## src/rtl/wb_spi_byte_if.sv

```systemverilog
// Wishbone lane between the USB-ACM bridge (master) and the SPI byte engine (slave).
interface wb_spi_byte_if;
    logic [1:0]  wb_addr;
    logic [31:0] wb_wdata;
    logic [31:0] wb_rdata;
    logic        wb_we;
    logic        wb_cyc;
    logic        wb_ack;

    modport master (
        output wb_addr, wb_wdata, wb_we, wb_cyc,
        input  wb_rdata, wb_ack
    );

    modport slave (
        input  wb_addr, wb_wdata, wb_we, wb_cyc,
        output wb_rdata, wb_ack
    );
endinterface

```

## src/rtl/wb_spi_byte.sv

```systemverilog
// Wishbone-controlled byte-wide SPI master (mode 0) with SCK divider, manual CS and overrun flag.
// Define WBSPI_LSB_FIRST_EN for LSB-first shifting; default build is MSB first.
module wb_spi_byte #(
    parameter logic [7:0] DIV_RST = 8'd3
) (
    input  logic          clk,
    input  logic          rst,
    wb_spi_byte_if.slave  wb,
    output logic          spi_sck,
    output logic          spi_mosi,
    input  logic          spi_miso,
    output logic          spi_cs_n
);

    typedef enum logic [1:0] {S_IDLE, S_LO, S_HI} state_t;

    state_t      state, state_nx;
    logic [7:0]  div, cnt, tx_sh, rx_sh, rx_byte;
    logic [2:0]  bit_cnt;
    logic        cs, overrun, busy, ack, sck;
    logic        wr_csr, wr_data, start, sample, shift, done;
    logic        unused_wdata;

    assign busy     = (state != S_IDLE);
    assign wr_csr   = ack & wb.wb_we & (wb.wb_addr == 2'd0);
    assign wr_data  = ack & wb.wb_we & (wb.wb_addr == 2'd1);
    assign wb.wb_ack = ack;
    assign spi_sck  = sck;
    assign spi_cs_n = ~cs;
    assign unused_wdata = ^{wb.wb_wdata[31], wb.wb_wdata[29:24], wb.wb_wdata[15:8]};

`ifdef WBSPI_LSB_FIRST_EN
    assign spi_mosi = tx_sh[0];
`else
    assign spi_mosi = tx_sh[7];
`endif

    always_comb begin
        state_nx = state;
        start    = 1'b0;
        sample   = 1'b0;
        shift    = 1'b0;
        done     = 1'b0;
        case (state)
            S_IDLE: begin
                if (wr_data) begin
                    start    = 1'b1;
                    state_nx = S_LO;
                end
            end
            S_LO: begin
                if (cnt == 8'd0) begin
                    sample   = 1'b1;
                    state_nx = S_HI;
                end
            end
            S_HI: begin
                if (cnt == 8'd0) begin
                    if (bit_cnt == 3'd7) begin
                        done     = 1'b1;
                        state_nx = S_IDLE;
                    end else begin
                        shift    = 1'b1;
                        state_nx = S_LO;
                    end
                end
            end
            default: state_nx = S_IDLE;
        endcase
    end

    always_ff @(posedge clk or posedge rst) begin
        if (rst) state <= S_IDLE;
        else     state <= state_nx;
    end

    always_ff @(posedge clk or posedge rst) begin
        if (rst) begin
            ack     <= 1'b0;
            div     <= DIV_RST;
            cs      <= 1'b0;
            overrun <= 1'b0;
            cnt     <= '0;
            tx_sh   <= '0;
            rx_sh   <= '0;
            rx_byte <= '0;
            bit_cnt <= '0;
            sck     <= 1'b0;
        end else begin
            ack <= wb.wb_cyc & ~ack;
            sck <= (state_nx == S_HI);

            if (wr_csr) begin
                div <= wb.wb_wdata[23:16];
                cs  <= wb.wb_wdata[0];
                if (wb.wb_wdata[30]) overrun <= 1'b0;
            end
            if (wr_data && busy) overrun <= 1'b1;

            // Reload picks up the live div, so a mid-transfer CSR write lands at the next phase.
            if (start || sample || shift) cnt <= div;
            else if (busy)                cnt <= cnt - 8'd1;

            if (start) begin
                tx_sh   <= wb.wb_wdata[7:0];
                bit_cnt <= '0;
            end
            if (sample) begin
`ifdef WBSPI_LSB_FIRST_EN
                rx_sh <= {spi_miso, rx_sh[7:1]};
`else
                rx_sh <= {rx_sh[6:0], spi_miso};
`endif
            end
            if (shift) begin
`ifdef WBSPI_LSB_FIRST_EN
                tx_sh <= {1'b0, tx_sh[7:1]};
`else
                tx_sh <= {tx_sh[6:0], 1'b0};
`endif
                bit_cnt <= bit_cnt + 3'd1;
            end
            if (done) rx_byte <= rx_sh;
        end
    end

    always_comb begin
        wb.wb_rdata = '0;
        if (ack) begin
            case (wb.wb_addr)
                2'd0:    wb.wb_rdata = {busy, overrun, 6'b0, div, 15'b0, cs};
                2'd1:    wb.wb_rdata = {busy, 23'b0, rx_byte};
                default: wb.wb_rdata = '0;
            endcase
        end
    end

endmodule

```

## src/flat_wrapper.sv

```systemverilog
// flat-port wrapper written by rule: the top's interface ports become plain ports
module wb_spi_byte_flat 
#(
    parameter logic [7:0] DIV_RST = 8'd3
)
  (clk, rst, spi_sck, spi_mosi, spi_miso, spi_cs_n, wb_wb_addr, wb_wb_wdata, wb_wb_we, wb_wb_cyc, wb_wb_rdata, wb_wb_ack);
  wb_spi_byte_if wb_i ();
  input  logic clk;
  input  logic rst;
  output logic spi_sck;
  output logic spi_mosi;
  input  logic spi_miso;
  output logic spi_cs_n;
  input wire logic [$bits(wb_i.wb_addr)-1:0] wb_wb_addr;
  input wire logic [$bits(wb_i.wb_wdata)-1:0] wb_wb_wdata;
  input wire logic [$bits(wb_i.wb_we)-1:0] wb_wb_we;
  input wire logic [$bits(wb_i.wb_cyc)-1:0] wb_wb_cyc;
  output wire logic [$bits(wb_i.wb_rdata)-1:0] wb_wb_rdata;
  output wire logic [$bits(wb_i.wb_ack)-1:0] wb_wb_ack;
  assign wb_i.wb_addr = wb_wb_addr;
  assign wb_i.wb_wdata = wb_wb_wdata;
  assign wb_i.wb_we = wb_wb_we;
  assign wb_i.wb_cyc = wb_wb_cyc;
  assign wb_wb_rdata = wb_i.wb_rdata;
  assign wb_wb_ack = wb_i.wb_ack;
  wb_spi_byte #(.DIV_RST(DIV_RST)) u_core (.clk(clk), .rst(rst), .wb(wb_i), .spi_sck(spi_sck), .spi_mosi(spi_mosi), .spi_miso(spi_miso), .spi_cs_n(spi_cs_n));
endmodule
```

## config.mk

```make
export PLATFORM = sky130hd
export DESIGN_NAME = wb_spi_byte_flat
export DESIGN_NICKNAME = d
export VERILOG_FILES = /design/src/rtl/wb_spi_byte_if.sv /design/src/rtl/wb_spi_byte.sv /design/src/flat_wrapper.sv
export SDC_FILE = /design/constraint.sdc
export NUM_CORES = 1
export LEC_CHECK = 0
export CAP_MARGIN = 20
export CORE_MARGIN = 5
export CORE_UTILIZATION = 30
export CTS_CLUSTER_SIZE = 12
export DETAILED_ROUTE_END_ITERATION = 10
export HOLD_SLACK_MARGIN = 0.06
export PLACE_DENSITY = 0.68
export SYNTH_ARGS = -nofsm -noshare
export SYNTH_HDL_FRONTEND = slang
export SYNTH_SLANG_ARGS = --single-unit
```

## constraint.sdc

```tcl
create_clock -name clk -period 1.96 [get_ports clk]
set_input_delay 0.294 -clock clk [delete_from_list [all_inputs] [get_ports clk]]
set_output_delay 0.294 -clock clk [all_outputs]
set_load 0.03 [all_outputs]
```

Word level (Yosys, flattened, before mapping)
Cells that the tools add are included.
{"block": "totals", "word_cells": 62, "register_bits": 49}
{"block": "op_classes", "n_addsub": 2, "n_reduce_logical": 12, "bitwise": 6, "eq_ne": 5, "muxes": 26}
{"cell": "32-bit one-hot mux with 2 select lines", "count": 1}
{"cell": "32-bit 2-to-1 mux", "count": 1}
{"cell": "8-bit 2-to-1 mux", "count": 4}
{"cell": "1-bit 2-to-1 mux", "count": 14}
{"cell": "2-bit nonzero test", "count": 5}
{"cell": "8-bit logical NOT", "count": 1}
{"cell": "8-bit by 1-bit subtractor with 8-bit output (second input constant)", "count": 1}
{"cell": "2-bit 2-to-1 mux", "count": 3}
{"cell": "3-bit 2-to-1 mux", "count": 2}
{"cell": "2-bit one-hot mux with 3 select lines", "count": 1}
{"cell": "1-bit bitwise AND", "count": 4}
{"cell": "2-bit by 1-bit equality test with 1-bit output (second input constant)", "count": 2}
{"cell": "2-bit equality test (second input constant)", "count": 2}
{"cell": "2-bit logical NOT", "count": 2}
{"cell": "3-bit by 1-bit adder with 3-bit output (second input constant)", "count": 1}
{"cell": "3-bit equality test (second input constant)", "count": 1}
{"cell": "1-bit logical OR", "count": 2}
{"cell": "1-bit NOT", "count": 2}
{"cell": "2-bit AND reduction", "count": 1}
{"cell": "1-bit logical AND", "count": 1}

Logic depth before layout (Yosys ltp)
Gate-level depths: netlist (run 1).
{"block": "depth", "depth_word": 7, "mapped_depth": 7}

Worst setup path after synthesis (run 1)
Ideal clock, no wire load.
{"block": "synth_path", "path_kind": "reg2reg", "start": "register u_core.cnt[0]", "end": "register u_core.bit_cnt[0]", "setup_ns": 0.125, "synth_period_minus_slack_ns": 2.035, "path_stages_with_launch": 7, "path_buffers": 0, "arrival_ns": 1.910, "setup_slack_ns": -0.075, "path_cell_list": "dfrtp_1 > inv_1 > ha_1 > or3b_2 > nor4_4 > nor2_2 > mux2_4"}
{"block": "synth_via", "elab_chain_cells": 4}
{"item": "from (decl)", "line": "wb_spi_byte.sv:18", "rtl": "logic [7:0] div, cnt, tx_sh, rx_sh, rx_byte;"}
{"item": "from (signal assigned)", "line": "wb_spi_byte.sv:101", "rtl": "if (start || sample || shift) cnt <= div;"}
{"item": "from (signal assigned)", "line": "wb_spi_byte.sv:102", "rtl": "else if (busy) cnt <= cnt - 8'd1;"}
{"item": "8-bit logical NOT (*)", "line": "wb_spi_byte.sv:58", "rtl": "if (cnt == 8'd0) begin"}
{"item": "1-bit 2-to-1 mux (*)", "line": "wb_spi_byte.sv:58"}
{"item": "1-bit 2-to-1 mux (*)", "line": "wb_spi_byte.sv:44", "rtl": "case (state)"}
{"item": "3-bit 2-to-1 mux or 2-bit nonzero test (tied branches)"}
{"item": "to (signal assigned)", "line": "wb_spi_byte.sv:121", "rtl": "bit_cnt <= bit_cnt + 3'd1;"}
{"item": "to (decl)", "line": "wb_spi_byte.sv:19", "rtl": "logic [2:0] bit_cnt;"}
Mark *: on every way between the ends. The rest lies on a longest branch, timed or not.
A chain may end at the register's enable or synchronous reset.

Worst setup path in the final report (run 1)
{"block": "layout_path", "start": "register u_core.cnt[0]", "end": "register u_core.rx_byte[4]"}
{"block": "layout_via", "elab_chain_cells": 3}
{"item": "8-bit logical NOT", "line": "wb_spi_byte.sv:58"}
{"item": "1-bit 2-to-1 mux", "line": "wb_spi_byte.sv:58"}
{"item": "1-bit 2-to-1 mux", "line": "wb_spi_byte.sv:44"}
{"item": "to (signal assigned)", "line": "wb_spi_byte.sv:123", "rtl": "if (done) rx_byte <= rx_sh;"}
{"item": "to (decl)", "line": "wb_spi_byte.sv:18"}
No other way between the ends.

==> results of run 1 <==
[worst paths after layout]
kind | slack, ps | end | start
max | 90 | u_core.rx_byte[4] | u_core.cnt[0]
min | 350 | u_core.tx_sh[4] | rst
max reg2reg | 90 | u_core.rx_byte[4] | u_core.cnt[0]
min reg2reg | 490 | u_core.tx_sh[6] | u_core.tx_sh[6]
max in group asynchronous | 1320 | u_core.div[0] | rst
min in group clk | 490 | u_core.tx_sh[6] | u_core.tx_sh[6]
[per-stage QoR]
step / hold slack (ps) / area, um2 / total power, uW / cells / util (%)
floorplan: 410.8 / 2515 / 1286 / 235 / -
global placement: 459.6 / 3068 / 1379 / 380 / 37.91
detailed placement: 466.2 / 3068 / 1384 / 380 / 37.91
CTS: 358.4 / 3179 / 2109 / 388 / 39.29
global route: 376.3 / 3216 / 2170 / 391 / 39.73
finish: 348.9 / 3216 / 2080 / 391 / 39.73
[tightest hold or removal path: stages]
cell	delay (ps)
clkdlybuf4s50_1	410
inv_2	70
buf_12	250
[cell type report]
type,count,area (um2)
multi-input combinational,160,1144
sequential,49,1229
fill,813,4877
tap,105,131.4
inverter,6,22.52
clock buffer,6,72.57
clock inverter,2,38.79
timing repair buffer,63,578.1
[sequential cells by signal, summed over array words and instances (netlist names)]
name / cells
u_core.spi_sck: 1
u_core.wb.wb_ack: 1
u_core.bit_cnt: 3
u_core.overrun: 1
u_core.rx_sh: 8
u_core.state: 2
u_core.div: 8
u_core.rx_byte: 8
u_core.tx_sh: 8
u_core.cnt: 8
u_core.cs: 1
[layout by cell type (no fill, tap or decap), types with 2 or more instances in the layout]
cell type,Yosys,layout
mux2_2,24,24
a21o_1,7,7
and2_1,17,17
nor4_1,2,2
dfstp_2,2,2
nand4_1,3,3
o211ai_1,6,6
buf_4,14,33
clkdlybuf4s50_1,0,27
inv_1,6,5
a21oi_1,3,3
ha_1,3,3
nor2_1,6,5
nor3_1,2,2
o21ai_0,14,14
a22o_1,8,8
nor3b_2,0,3
buf_12,0,3
dfrtp_1,47,47
clkbuf_8,0,5
nand3_1,3,3
nand4b_1,2,2
nor2b_1,2,2
nand2_1,18,19
conb_1,1,14
[where the power goes]
| group | switching [uW] | total [uW] | internal [uW] |
|---|---|---|---|
| logic | 133 | 250 | 116 |
| clock network | 338 | 722 | 384 |
| registers | 37.9 | 1110 | 1070 |
[routing by layer]
metal,up-vias,track usage (%)
li1,893,-
met4,0,3.523
met1,909,13.61
met3,7,2.561
met5,-,0
met2,50,18.40
[repair_timing]
action / 4_1_cts / 5_1_grt
endpoints found under the setup margin: 0 / 25
buffers inserted: 0 / 2
gates resized for setup: 0 / 4
[cells by family (layout without fill, tap and decap cells)]
family	after synthesis	in the layout	synth area share (%)
other cells	1	14	0.1525
mux	25	25	11.60
buf+inv	27	77	6.666
compound gates	47	47	13.33
simple gates	70	71	16.74
fa+ha+maj	3	3	1.527
flops	49	49	49.97
==> impl_metrics.toml, run 1 <==
[global_routing]
grt_antenna_before_repair = 0
grt_max_degree = 50
grt_overflow = 0
grt_pass1_wl_um = 8811
grt_use_total_pct = 10.85
first_global_vias = 1873

[power]
p_leak_uw = 0.001508
powerDensity_nw_per_um2 = 646.9
ir_worst_vdd_mv = 0.3205

[routing]
drt_iter0_drc = 92
ant_nets = 0
wl_met2_um = 2775
drtPass1Iterations = 4
routed.top_layer = "met4"
wl_met3_um = 267
drt-vias-per-instance = 4.754
drt-met1-wl_um = 2321
dr_total_vias = 1859
drc_errors = 0
drt-total-wl_um = 5416
wl_per_cell_um = 13.85

[clock_network]
clock-sinks = 49
hold_buffers = 0
cts_buffer_depth = 2
cts_made_buffers = 5
cts_tree = "yes"
path_clk_slew_ps = 90
cts_root_buf = "clkbuf_8"
h-tree-depth = 2
clock_latency_ps = 300

[floorplanning]
rows = 33
coreArea_um2 = 8093
die_w_um = 100.5
die_h_um = 100.5
io_pins = 75
die-area_um2 = 10110
initial_core_util_pct = 30.38

[logic_synthesis]
synth.most_common_cell = "dfrtp_1"
synth_top_area_share_pct = 47.84
postSynthAreaPerCell_um2 = 11.07
synth_area_um2 = 2459
synth_cell_type_count = 46
async_reset_ff_share_pct = 100.0
synth_edf_count = 0
netlist_top_cells_count = "47 x dfrtp_1, 24 x mux2_2, 18 x nand2_1, 17 x and2_1"
synth-main-ff-cell = "dfrtp_1"
synth_top_cell_by_area = "dfrtp_1"
ys_seq_area_share_pct = 49.97
yosys_warnings = 0
postSynthCellCount = 222
ys_ff_latch = 49
synth.area.top_cells = "dfrtp_1 48%, mux2_2 11%, and2_1 4.3%"

[sta]
finalSetupViolations = 0
fin_crit_sh_pct = 95.26
finalHoldViolCount = 0
layout_setup_ws_ps = 92.83
fin_crit_ps = 1867
setup-tns-final_ps = 0
fmax_mhz = 535.6
tightestPinTransition_ps = 538.6
final_max_slew_viol_count = 0
finClkSkew_ps = 6.005
slew-limit-headroom_pct = 63.96

[run]
max_cap_violations = 0

[critical_path]
cpLargestDelayFamily = "simple AND/OR/NAND/NOR gates"
reg2reg_depth = 7
cp_num_cells = 7
cp-end-kind = "register"
worstPathBufferInverterCount = 2
path_max_fanout = 8
cp_slowest_cell = "or3b_4"
slowest_delay_ps = 420
crit_arrival_ps = 2060
path_class = "register to register"
cp_cell_sequence = "inv_1 -> ha_1 -> or3b_4 -> nor3_1 -> nand2_1 -> buf_4 -> mux2_2"
cp-start-kind = "register"
crit_required_ps = 2150

[placement]
globalplace.congestion = 0.8157
portBuffers = 45
dp_hpwl_um = 3937
pre_cts_ws_ps = 42.87

[finish]
antennaDiodeCount = 0
syn2layout_area_growth_pct = 30.79
num-nets-final = 327
layout-drive-gt1-share_pct = 28.32

[min_path]
hold_path_class = "primary input to asynchronous set/reset pin"

[status]
outcome = "complete, no violations"
No activity file was read; power rests on OpenSTA's default activity.
==> run 2: changes to the inputs <==
--- a/config.mk
+++ b/config.mk
@@ -12,6 +12,7 @@
 export DETAILED_ROUTE_END_ITERATION = 10
 export HOLD_SLACK_MARGIN = 0.06
 export PLACE_DENSITY = 0.68
+export SLEW_MARGIN = 25
 export SYNTH_ARGS = -nofsm -noshare
 export SYNTH_HDL_FRONTEND = slang
 export SYNTH_SLANG_ARGS = --single-unit
==> results of run 2 <==
The final DEF is identical to that of run 1; final timing and power are the same.
